--- src/rtl/cpu_mem_pkg.sv ---
// Shared definitions for the CPU / DMA memory arbiter and the CPU FSM integration.
package cpu_mem_pkg;

  localparam int DEF_ADDR_W = 16;
  localparam int DEF_DATA_W = 8;

  typedef enum logic [1:0] {
    IDLE    = 2'b00,
    CPU_OWN = 2'b01,
    DMA_OWN = 2'b10
  } arb_state_t;

  localparam logic OWN_CPU = 1'b0;
  localparam logic OWN_DMA = 1'b1;

endpackage

--- src/rtl/mem_arb_hold_cnt.sv ---
// Saturating counter of consecutive owner accesses made while the other master waits.
module mem_arb_hold_cnt #(
  parameter int MAX_HOLD = 4
) (
  input  logic clk,
  input  logic rst,
  input  logic inc,
  input  logic clr,
  output logic expired
);

  logic [3:0] count;

  assign expired = (count == 4'(MAX_HOLD - 1));

  // Clear has priority over increment; the count never passes MAX_HOLD-1.
  always_ff @(posedge clk) begin
    if (rst || clr) begin
      count <= 4'd0;
    end else if (inc && !expired) begin
      count <= count + 4'd1;
    end
  end

endmodule

--- src/rtl/cpu_mem_arbiter.sv ---
// Two-master arbiter sharing the program/data memory between the CPU FSM and the DMA loader.
module cpu_mem_arbiter
  import cpu_mem_pkg::*;
#(
  parameter int ADDR_W   = DEF_ADDR_W,
  parameter int DATA_W   = DEF_DATA_W,
  parameter int MAX_HOLD = 4
) (
  input  logic              clk,
  input  logic              rst,
  input  logic              cpu_req,
  input  logic              cpu_we,
  input  logic [ADDR_W-1:0] cpu_addr,
  input  logic [DATA_W-1:0] cpu_wdata,
  output logic              cpu_gnt,
  output logic              cpu_rvalid,
  output logic [DATA_W-1:0] cpu_rdata,
  input  logic              dma_req,
  input  logic              dma_we,
  input  logic [ADDR_W-1:0] dma_addr,
  input  logic [DATA_W-1:0] dma_wdata,
  output logic              dma_gnt,
  output logic              dma_rvalid,
  output logic [DATA_W-1:0] dma_rdata,
  output logic [ADDR_W-1:0] mem_address,
  output logic              mem_wr_e,
  output logic              mem_re_e,
  output logic              mem_o_en,
  output logic [DATA_W-1:0] mem_wdata,
  input  logic [DATA_W-1:0] mem_rdata
);

  arb_state_t state;
  arb_state_t next_state;
  logic       last_owner;
  logic       cpu_acc;
  logic       dma_acc;
  logic       other_req;
  logic       hold_inc;
  logic       hold_clr;
  logic       hold_expired;

  // Accesses are suppressed during reset so the memory sees no enables in that cycle.
  assign cpu_acc = cpu_req & cpu_gnt & ~rst;
  assign dma_acc = dma_req & dma_gnt & ~rst;

  // Request from whichever master is currently waiting on the owner.
  always_comb begin
    other_req = 1'b0;
    case (state)
      CPU_OWN: other_req = dma_req;
      DMA_OWN: other_req = cpu_req;
      default: other_req = 1'b0;
    endcase
  end

  assign hold_inc = (cpu_acc | dma_acc) & other_req;
  assign hold_clr = (next_state != state) | ~other_req;

  mem_arb_hold_cnt #(
    .MAX_HOLD(MAX_HOLD)
  ) u_hold_cnt (
    .clk    (clk),
    .rst    (rst),
    .inc    (hold_inc),
    .clr    (hold_clr),
    .expired(hold_expired)
  );

  // Ownership decision: round-robin on ties from idle, hand over on release or hold expiry.
  always_comb begin
    next_state = state;
    case (state)
      IDLE: begin
        if (cpu_req && dma_req) begin
          next_state = (last_owner == OWN_DMA) ? CPU_OWN : DMA_OWN;
        end else if (cpu_req) begin
          next_state = CPU_OWN;
        end else if (dma_req) begin
          next_state = DMA_OWN;
        end
      end
      CPU_OWN: begin
        if (!cpu_req) begin
          next_state = dma_req ? DMA_OWN : IDLE;
        end else if (dma_req && hold_expired) begin
          next_state = DMA_OWN;
        end
      end
      DMA_OWN: begin
        if (!dma_req) begin
          next_state = cpu_req ? CPU_OWN : IDLE;
        end else if (cpu_req && hold_expired) begin
          next_state = CPU_OWN;
        end
      end
      default: next_state = IDLE;
    endcase
  end

  // State register with grants registered alongside it; remembers who owned last for round-robin.
  always_ff @(posedge clk) begin
    if (rst) begin
      state      <= IDLE;
      cpu_gnt    <= 1'b0;
      dma_gnt    <= 1'b0;
      last_owner <= OWN_DMA;
    end else begin
      state   <= next_state;
      cpu_gnt <= (next_state == CPU_OWN);
      dma_gnt <= (next_state == DMA_OWN);
      if (state != IDLE && next_state != state) begin
        last_owner <= (state == CPU_OWN) ? OWN_CPU : OWN_DMA;
      end
    end
  end

  // Read-return flags follow the requester, not the current owner, so they survive a handover.
  always_ff @(posedge clk) begin
    if (rst) begin
      cpu_rvalid <= 1'b0;
      dma_rvalid <= 1'b0;
    end else begin
      cpu_rvalid <= cpu_acc & ~cpu_we;
      dma_rvalid <= dma_acc & ~dma_we;
    end
  end

  assign cpu_rdata = cpu_rvalid ? mem_rdata : '0;
  assign dma_rdata = dma_rvalid ? mem_rdata : '0;

  // Memory pins carry only the owner's access; everything idles at zero otherwise.
  always_comb begin
    mem_address = '0;
    mem_wdata   = '0;
    mem_wr_e    = 1'b0;
    mem_re_e    = 1'b0;
    mem_o_en    = 1'b0;
    if (cpu_acc) begin
      mem_address = cpu_addr;
      mem_wdata   = cpu_wdata;
      mem_wr_e    = cpu_we;
      mem_re_e    = ~cpu_we;
      mem_o_en    = ~cpu_we;
    end else if (dma_acc) begin
      mem_address = dma_addr;
      mem_wdata   = dma_wdata;
      mem_wr_e    = dma_we;
      mem_re_e    = ~dma_we;
      mem_o_en    = ~dma_we;
    end
  end

endmodule

--- config.mk ---
export PLATFORM = sky130hd
export DESIGN_NAME = cpu_mem_arbiter
export DESIGN_NICKNAME = d
export VERILOG_FILES = /design/src/rtl/cpu_mem_pkg.sv /design/src/rtl/mem_arb_hold_cnt.sv /design/src/rtl/cpu_mem_arbiter.sv
export SDC_FILE = /design/constraint.sdc
export NUM_CORES = 1
export LEC_CHECK = 0
export ABC_AREA = 1
export BUFFER_PORTS_ARGS = -buffer_cell sky130_fd_sc_hd__buf_2
export CORE_ASPECT_RATIO = 2
export CORE_MARGIN = 3
export CORE_UTILIZATION = 33
export DETAILED_ROUTE_END_ITERATION = 16
export GPL_ROUTABILITY_DRIVEN = 0
export GPL_TIMING_DRIVEN = 0
export PLACE_DENSITY_LB_ADDON = 0.25
export SETUP_SLACK_MARGIN = 0.05
export SLEW_MARGIN = 25
export SYNTH_ARGS = -nofsm -noshare
export SYNTH_HDL_FRONTEND = slang
export SYNTH_HIERARCHICAL = 1
export SYNTH_SLANG_ARGS = --single-unit
--- constraint.sdc ---
create_clock -name clk -period 1.7 [get_ports clk]
set_input_delay 0.34 -clock clk [delete_from_list [all_inputs] [get_ports clk]]
set_output_delay 0.34 -clock clk [all_outputs]
set_load 0.01 [all_outputs]
==> summary.md, run 1 <==
| Metric | Value |
|---|---|
| Hold-fix buffers at CTS | `0` |
| Fin crit period | `1.72 ns` |
| Worst Setup EP | `u_hold_cnt/count[3]$_SDFFE_PP0P_` |
| Fin. Hold Viols | `0` |
| Detail Route Antenna Nets | `0` |
| Most frequent CP cell | `nand2_2` |
| Delay of the slowest critical-path stage | `0.35 ns` |
| Critical path arrival | `1.88 ns` |
| Worst Skew | `0.00564 ns` |
| CTS buffer count | `3` |
| Port bufs | `107` |
| Worst vdd ir | `0.670 mV` |
| Grt total ovfl | `0` |
| Register area share after synthesis | `0.188` |
| Outcome | `finished with violations` |
| Setup crit end kind | `flop` |
| Worst Setup SP | `u_hold_cnt/count[0]$_SDFFE_PP0P_` |
| Setup-violating endpoint count in the final report | `3` |
| Number of diodes | `0` |
| Synthesized cell area | `1170 um2` |
| Cell chain of the critical path | `ha_4 > nand2_4 > inv_4 > nand2_2 > nand3_2 > nand2_2 > nand3_4 > nand2_4 > nand2_2 > nand2_2 > nand4_1 > nor2_2 > inv_1 > a21oi_2` |
| Failing checks | `setup timing` |
| CTS root buf | `clkbuf_8` |
| Maximum root-to-sink buffer count | `2` |
| CP max FO | `4` |
| Distinct cells, synth | `24` |
| DRT iter0 DRCs | `12` |
| CTS tree | `done` |
| Synth warnings | `6` |
| DRC Markers | `0` |
| Pin count of the biggest net entering global routing | `11` |
| Clk sinks | `11` |
| CP required | `1.86 ns` |
| Final net count | `415` |
| Vias in the first global route | `1678` |
| Hold WC Path Type | `in -> reg` |
| Placed cell area | `1770 um2` |
| FF-to-FF Start | `u_hold_cnt/count[0]$_SDFFE_PP0P_` |
| DP Worst Slack | `-0.227 ns` |
| Period utilisation layout | `1.01` |
| WL/cell | `12.3 um` |
| Post-detail-place hpwl | `3610 um` |
| Worst r2r path cells | `14` |
| Post-layout util | `0.630` |
| Critical path class | `reg -> reg` |
| Slew headroom | `0.789` |
| Cells after synthesis | `218` |
| Top-Level Pins | `109` |
| Post-route setup TNS | `-0.0474 ns` |
| Max frequency | `582 MHz` |
| Syn_area_per_cell | `5.38 um2` |
| WL final | `4860 um` |
| Area Overhead vs Synth | `83.5%` |
| Max cap viols | `0` |
| First-pass DRT Iterations | `6` |
| Non-filler cells in the finished layout | `395` |
| RSZ-0062 raised after global routing | `yes` |
| Placed insts | `373` |
| Initial cell density of the core | `0.343` |
| First-pass GRT wire length | `6800 um` |
| R2R Setup Slk | `-0.02 ns` |
| Die Width | `48.1 um` |
| Min-delay src | `dma_we` |
| Power Dens Cells | `530 nW/um2` |
| FP Rows | `30` |
| Vias per Instance | `4.58` |
| Core ar. | `3420 um2` |
| Die height | `90.3 um` |
| Overall Global Routing Usage | `0.208` |
| Full die area | `4350 um2` |
| Startpoint Class | `flop` |
| Initial antenna violation count | `0` |
| Layout cells sized above 1 | `0.530` |
| Clock Pin Slew Worst Setup and Hold Paths | `0.05 ns` |
| H-Tree Depth | `1` |
| PnR worst setup slack | `-0.0191 ns` |
| #FFs+latches synth | `11` |
| Worst slew pin tran | `0.317 ns` |
| Worst-skew pair later-pin latency | `0.24 ns` |
| Via Count | `1808` |
| Post-Syn Nets | `285` |
| Final Instance Area | `2150 um2` |
| Max Slew Vio Count | `0` |
| P_leak | `0.00136 uW` |
| Worst R2R End | `u_hold_cnt/count[3]$_SDFFE_PP0P_` |
| CP max stage cell | `dfxtp_4` |
flip-flops by register name (all words and copies together) (netlist names):
register          count
state                 2
dma_gnt               1
cpu_gnt               1
dma_rvalid            1
u_hold_cnt/count      4
cpu_rvalid            1
last_owner            1
metrics by stage:
stage	total power [uW]	hold WS (ns)
3_5_place_dp	696	0.452
5_1_grt	1230	0.285
6_report	1140	0.291
3_3_place_gp	690	0.443
4_1_cts	1080	0.285
2_1_floorplan	532	0.412
cell families after synthesis:
| group | share of synthesized area |
|---|---|
| AOI/OAI and AO/OA | 0.0459 |
| adders and majority gates | 0.0534 |
| DFF | 0.188 |
| buffers and inverters | 0.144 |
| and+or+nand+nor | 0.569 |
cells in the final DEF (no fill, tap or decap), types with 5 or more instances in the layout:
cell,instances
buf_4,23
buf_2,108
nand2_1,84
dfxtp_4,5
nor2_1,12
nand4_1,5
nand3_2,6
nand2_2,8
nand3_1,28
inv_1,21
metal layers:
| layer | track usage | share of wire | vias up |
|---|---|---|---|
| met3 | 0.0259 | 0.085 | 18 |
| met4 | 0.106 | 0.043 | 0 |
| li1 | - | - | 934 |
| met1 | 0.162 | 0.32 | 761 |
| met2 | 0.413 | 0.56 | 95 |
| met5 | 0 | 0 | - |
cell type report:
class	instances	area [um2]
Fill cell	342	1260
Multi-Input combinational cell	167	923
Timing Repair Buffer	125	671
Sequential cell	11	241
Inverter	29	124
Buffer	11	86.3
Tap cell	48	60.1
Clock buffer	4	45.0
cells in the mapped netlist:
cell type	number	area, um2
buf_6	1	11.3
nand3_2	2	20.0
nand2_2	6	37.5
ha_1	5	62.6
nor2_1	15	56.3
o21ai_0	2	10.0
clkbuf_1	4	15.0
buf_1	1	3.75
a211oi_1	1	7.51
buf_4	2	15.0
a21boi_2	1	11.3
nand3_1	33	165
nand4_1	5	31.3
o21ai_1	1	5.00
a21oi_2	1	8.76
nand2_1	89	334
inv_1	28	105
dfxtp_1	11	220
buf_2	3	15.0
inv_2	1	3.75
nor3_1	2	10.0
a21oi_1	1	5.00
nor2_2	2	12.5
a31oi_1	1	6.26
worst max-delay path: cells and delay by family, from the launching register on:
| family | cells | cell delay [ns] |
|---|---|---|
| AOI/OAI and AO/OA | 1 | 0.10 |
| adders and majority gates | 1 | 0.16 |
| buffers and inverters | 2 | 0.13 |
| DFF | 1 | 0.35 |
| and+or+nand+nor | 10 | 0.89 |
power breakdown:
group          total [uW]  internal (uW)  switching (uW)  leakage (uW)
clock                 268            165             103     0.0000228
combinational         562            272             290       0.00125
sequential            309            280            29.4     0.0000941
repair_timing:
item,CTS,global route
hold endpoints to repair,0,0
buffers inserted,15,3
resized for setup,52,15
setup endpoints to repair,28,32
cloned,0,0
pin swaps,12,8
worst min-delay path by stage:
stage	depth (start not counted)	endpoint	slack [ns]
after floorplan	1	state[0]$_SDFF_PP0_	0.41
after global placement	2	last_owner$_SDFFE_PP1P_	0.44
after detailed placement	2	last_owner$_SDFFE_PP1P_	0.45
after CTS	2	dma_rvalid$_SDFF_PP0_	0.28
after global routing	2	cpu_rvalid$_SDFF_PP0_	0.29
final	2	dma_rvalid$_SDFF_PP0_	0.29
(Power assumes the default switching activity.)
==> run 2, diff against run 1 <==
- CTS_CLUSTER_DIAMETER: unset -> 60
- CTS_CLUSTER_SIZE: unset -> 40
- REMOVE_ABC_BUFFERS: unset -> 1
==> summary.md, run 2 (synthesized netlist as in run 1, its figures left out) <==
| Metric | Value |
|---|---|
| Initial cell density of the core | `0.343` |
| Critical path arrival | `2.06 ns` |
| Fillers | `255` |
| CTS root buf | `clkbuf_8` |
| H-Tree Depth | `1` |
| Hold-fix buffers at CTS | `0` |
| Biggest regs | `u_hold_cnt/count x4, state x2` |
| Maximum root-to-sink buffer count | `2` |
| Commonest non-fill, non-tap cell in the layout | `buf_2` |
| Clock Pin Slew Worst Setup and Hold Paths | `0.05 ns` |
| WL final | `6340 um` |
| Core ar. | `3420 um2` |
| Worst Setup SP | `state[0]$_SDFF_PP0_` |
| Pin count of the biggest net entering global routing | `26` |
| Layout cells sized above 1 | `0.604` |
| Max Slew Vio Count | `0` |
| Fin. Hold Viols | `0` |
| CTS tree | `done` |
| Setup-violating endpoint count in the final report | `4` |
| FP Rows | `30` |
| DRT iter0 DRCs | `67` |
| P_leak | `0.00144 uW` |
| Number of diodes | `0` |
| Detail Route Antenna Nets | `0` |
| Post-detail-place hpwl | `3300 um` |
| Max frequency | `518 MHz` |
| Worst-skew pair later-pin latency | `0.24 ns` |
| First-pass GRT wire length | `7140 um` |
| Worst R2R End | `u_hold_cnt/count[0]$_SDFFE_PP0P_` |
| WHS | `0.278 ns` |
| Min-delay src | `dma_we` |
| Die height | `90.3 um` |
| Via Count | `2025` |
| Post-route setup TNS | `-0.584 ns` |
| Fin crit period | `1.93 ns` |
| RSZ-0062 raised after global routing | `yes` |
| PnR worst setup slack | `-0.231 ns` |
| CTS buffer count | `3` |
| Most frequent CP cell | `nand2_1` |
| DRC Markers | `0` |
| Delay of the slowest critical-path stage | `0.38 ns` |
| Vias in the first global route | `1592` |
| Area Overhead vs Synth | `110%` |
| FF-to-FF Start | `state[0]$_SDFF_PP0_` |
| Vias per Instance | `4.98` |
| CP max stage cell | `dfxtp_4` |
| Port bufs | `108` |
| Worst slew pin tran | `0.304 ns` |
| Clk sinks | `11` |
| Failing checks | `setup timing` |
| Power Dens Cells | `544 nW/um2` |
| R2R Setup Slk | `-0.23 ns` |
| Hold path depth | `2` |
| WL/cell | `15.6 um` |
| Destination of the worst hold path | `dma_rvalid$_SDFF_PP0_` |
| Top-Level Pins | `109` |
| Worst Skew | `0.00162 ns` |
| Period utilisation layout | `1.14` |
| Grt total ovfl | `0` |
| Critical path class | `reg -> reg` |
| Biggest register | `u_hold_cnt/count` |
| Final net count | `427` |
| Setup crit end kind | `flop` |
| Slew headroom | `0.797` |
| Full die area | `4350 um2` |
| Worst r2r path cells | `10` |
| Cell chain of the critical path | `inv_8 > ha_4 > inv_2 > o21ai_1 > nand2_1 > a21oi_2 > a21boi_4 > nand2_1 > nand2_1 > nor2_1` |
| CP max FO | `4` |
| Hold WC Path Type | `in -> reg` |
| Outcome | `finished with violations` |
| Overall Global Routing Usage | `0.218` |
| Commonest non-fill, non-tap cells in the layout | `104 x buf_2, 81 x nand2_1, 29 x buf_4, 20 x inv_1, 17 x nand3_2` |
| Startpoint Class | `flop` |
| Initial antenna violation count | `0` |
| Die Width | `48.1 um` |
| CP required | `1.83 ns` |
| Max cap viols | `0` |
| Worst vdd ir | `0.643 mV` |
| Largest register FFs | `4` |
| First-pass DRT Iterations | `4` |
## run 2: cell types whose count changed in the layout (fill, tap and decap cells not counted), moves of 2 or more
cell        change
nand2_1         -3
clkinvlp_4      +5
nand3_4         +4
buf_2           -4
nand3_2        +11
buf_6           +3
clkbuf_1        -2
buf_12          +4
buf_4           +6
nand2_4         +2
nand3_1        -14
## run 2: power breakdown
| group | leakage [uW] | switching [uW] | internal (uW) |
|---|---|---|---|
| combinational | 0.00132 | 388 | 363 |
| clock | 0.0000228 | 103 | 165 |
| sequential | 0.0000946 | 40.3 | 283 |
| total | 0.00144 | 531 | 811 |
## run 2: cell type report
type	instances	area (um2)	share of cell area
clock buffers	4	45.0	0.0183
inverters	29	144	0.0583
multi-input cells	168	1060	0.430
flip-flops and latches	11	243	0.0984
well taps	48	60.1	0.0244
repair buffers	143	882	0.358
repair inverters	4	31.3	0.0127
## run 2: repair_timing
item / CTS / global route
gates cloned: 4 / 1
pin swaps: 14 / 31
endpoints found under the setup margin: 32 / 33
gates resized for setup: 45 / 54
setup buffers: 20 / 15
## run 2: per-layer routing
layer / vias to the layer above / GRT usage / share of wire
li1: 970 / - / -
met1: 914 / 0.199 / 0.32
met2: 116 / 0.426 / 0.54
met3: 25 / 0.0399 / 0.10
met4: 0 / 0.0584 / 0.042
met5: - / 0 / 0
## run 2: through the flow
stage | std cells | cell area (um2) | worst slack, ns | utilization | power, uW
2_1_floorplan | 207 | 1110 | -0.437 | - | 520
3_3_place_gp | 363 | 1710 | -1.17 | 0.501 | 679
3_5_place_dp | 363 | 1720 | -0.616 | 0.503 | 681
4_1_cts | 391 | 2080 | 0.0197 | 0.609 | 1100
5_1_grt | 407 | 2470 | -0.212 | 0.722 | 1410
6_report | 407 | 2470 | -0.231 | 0.722 | 1340
## run 2: how the worst max path moves through the flow
stage / endpoint / cells past startpoint / slack, ns
global placement: mem_wr_e / 7 / -1.17
detailed placement: mem_wr_e / 7 / -0.62
floorplan: mem_wr_e / 5 / -0.44
CTS: u_hold_cnt/count[1]$_SDFFE_PP0P_ / 14 / 0.02
global route: u_hold_cnt/count[0]$_SDFFE_PP0P_ / 10 / -0.21
finish: u_hold_cnt/count[0]$_SDFFE_PP0P_ / 10 / -0.23
## run 2: worst max-delay path: cells and delay by family (launching register included)
family	cells	cell delay (ns)
AO/OA/AOI/OAI	3	0.80
adder cells (fa/ha/maj)	1	0.14
flip-flops	1	0.38
buffers and inverters	2	0.13
AND/OR/NAND/NOR	4	0.37
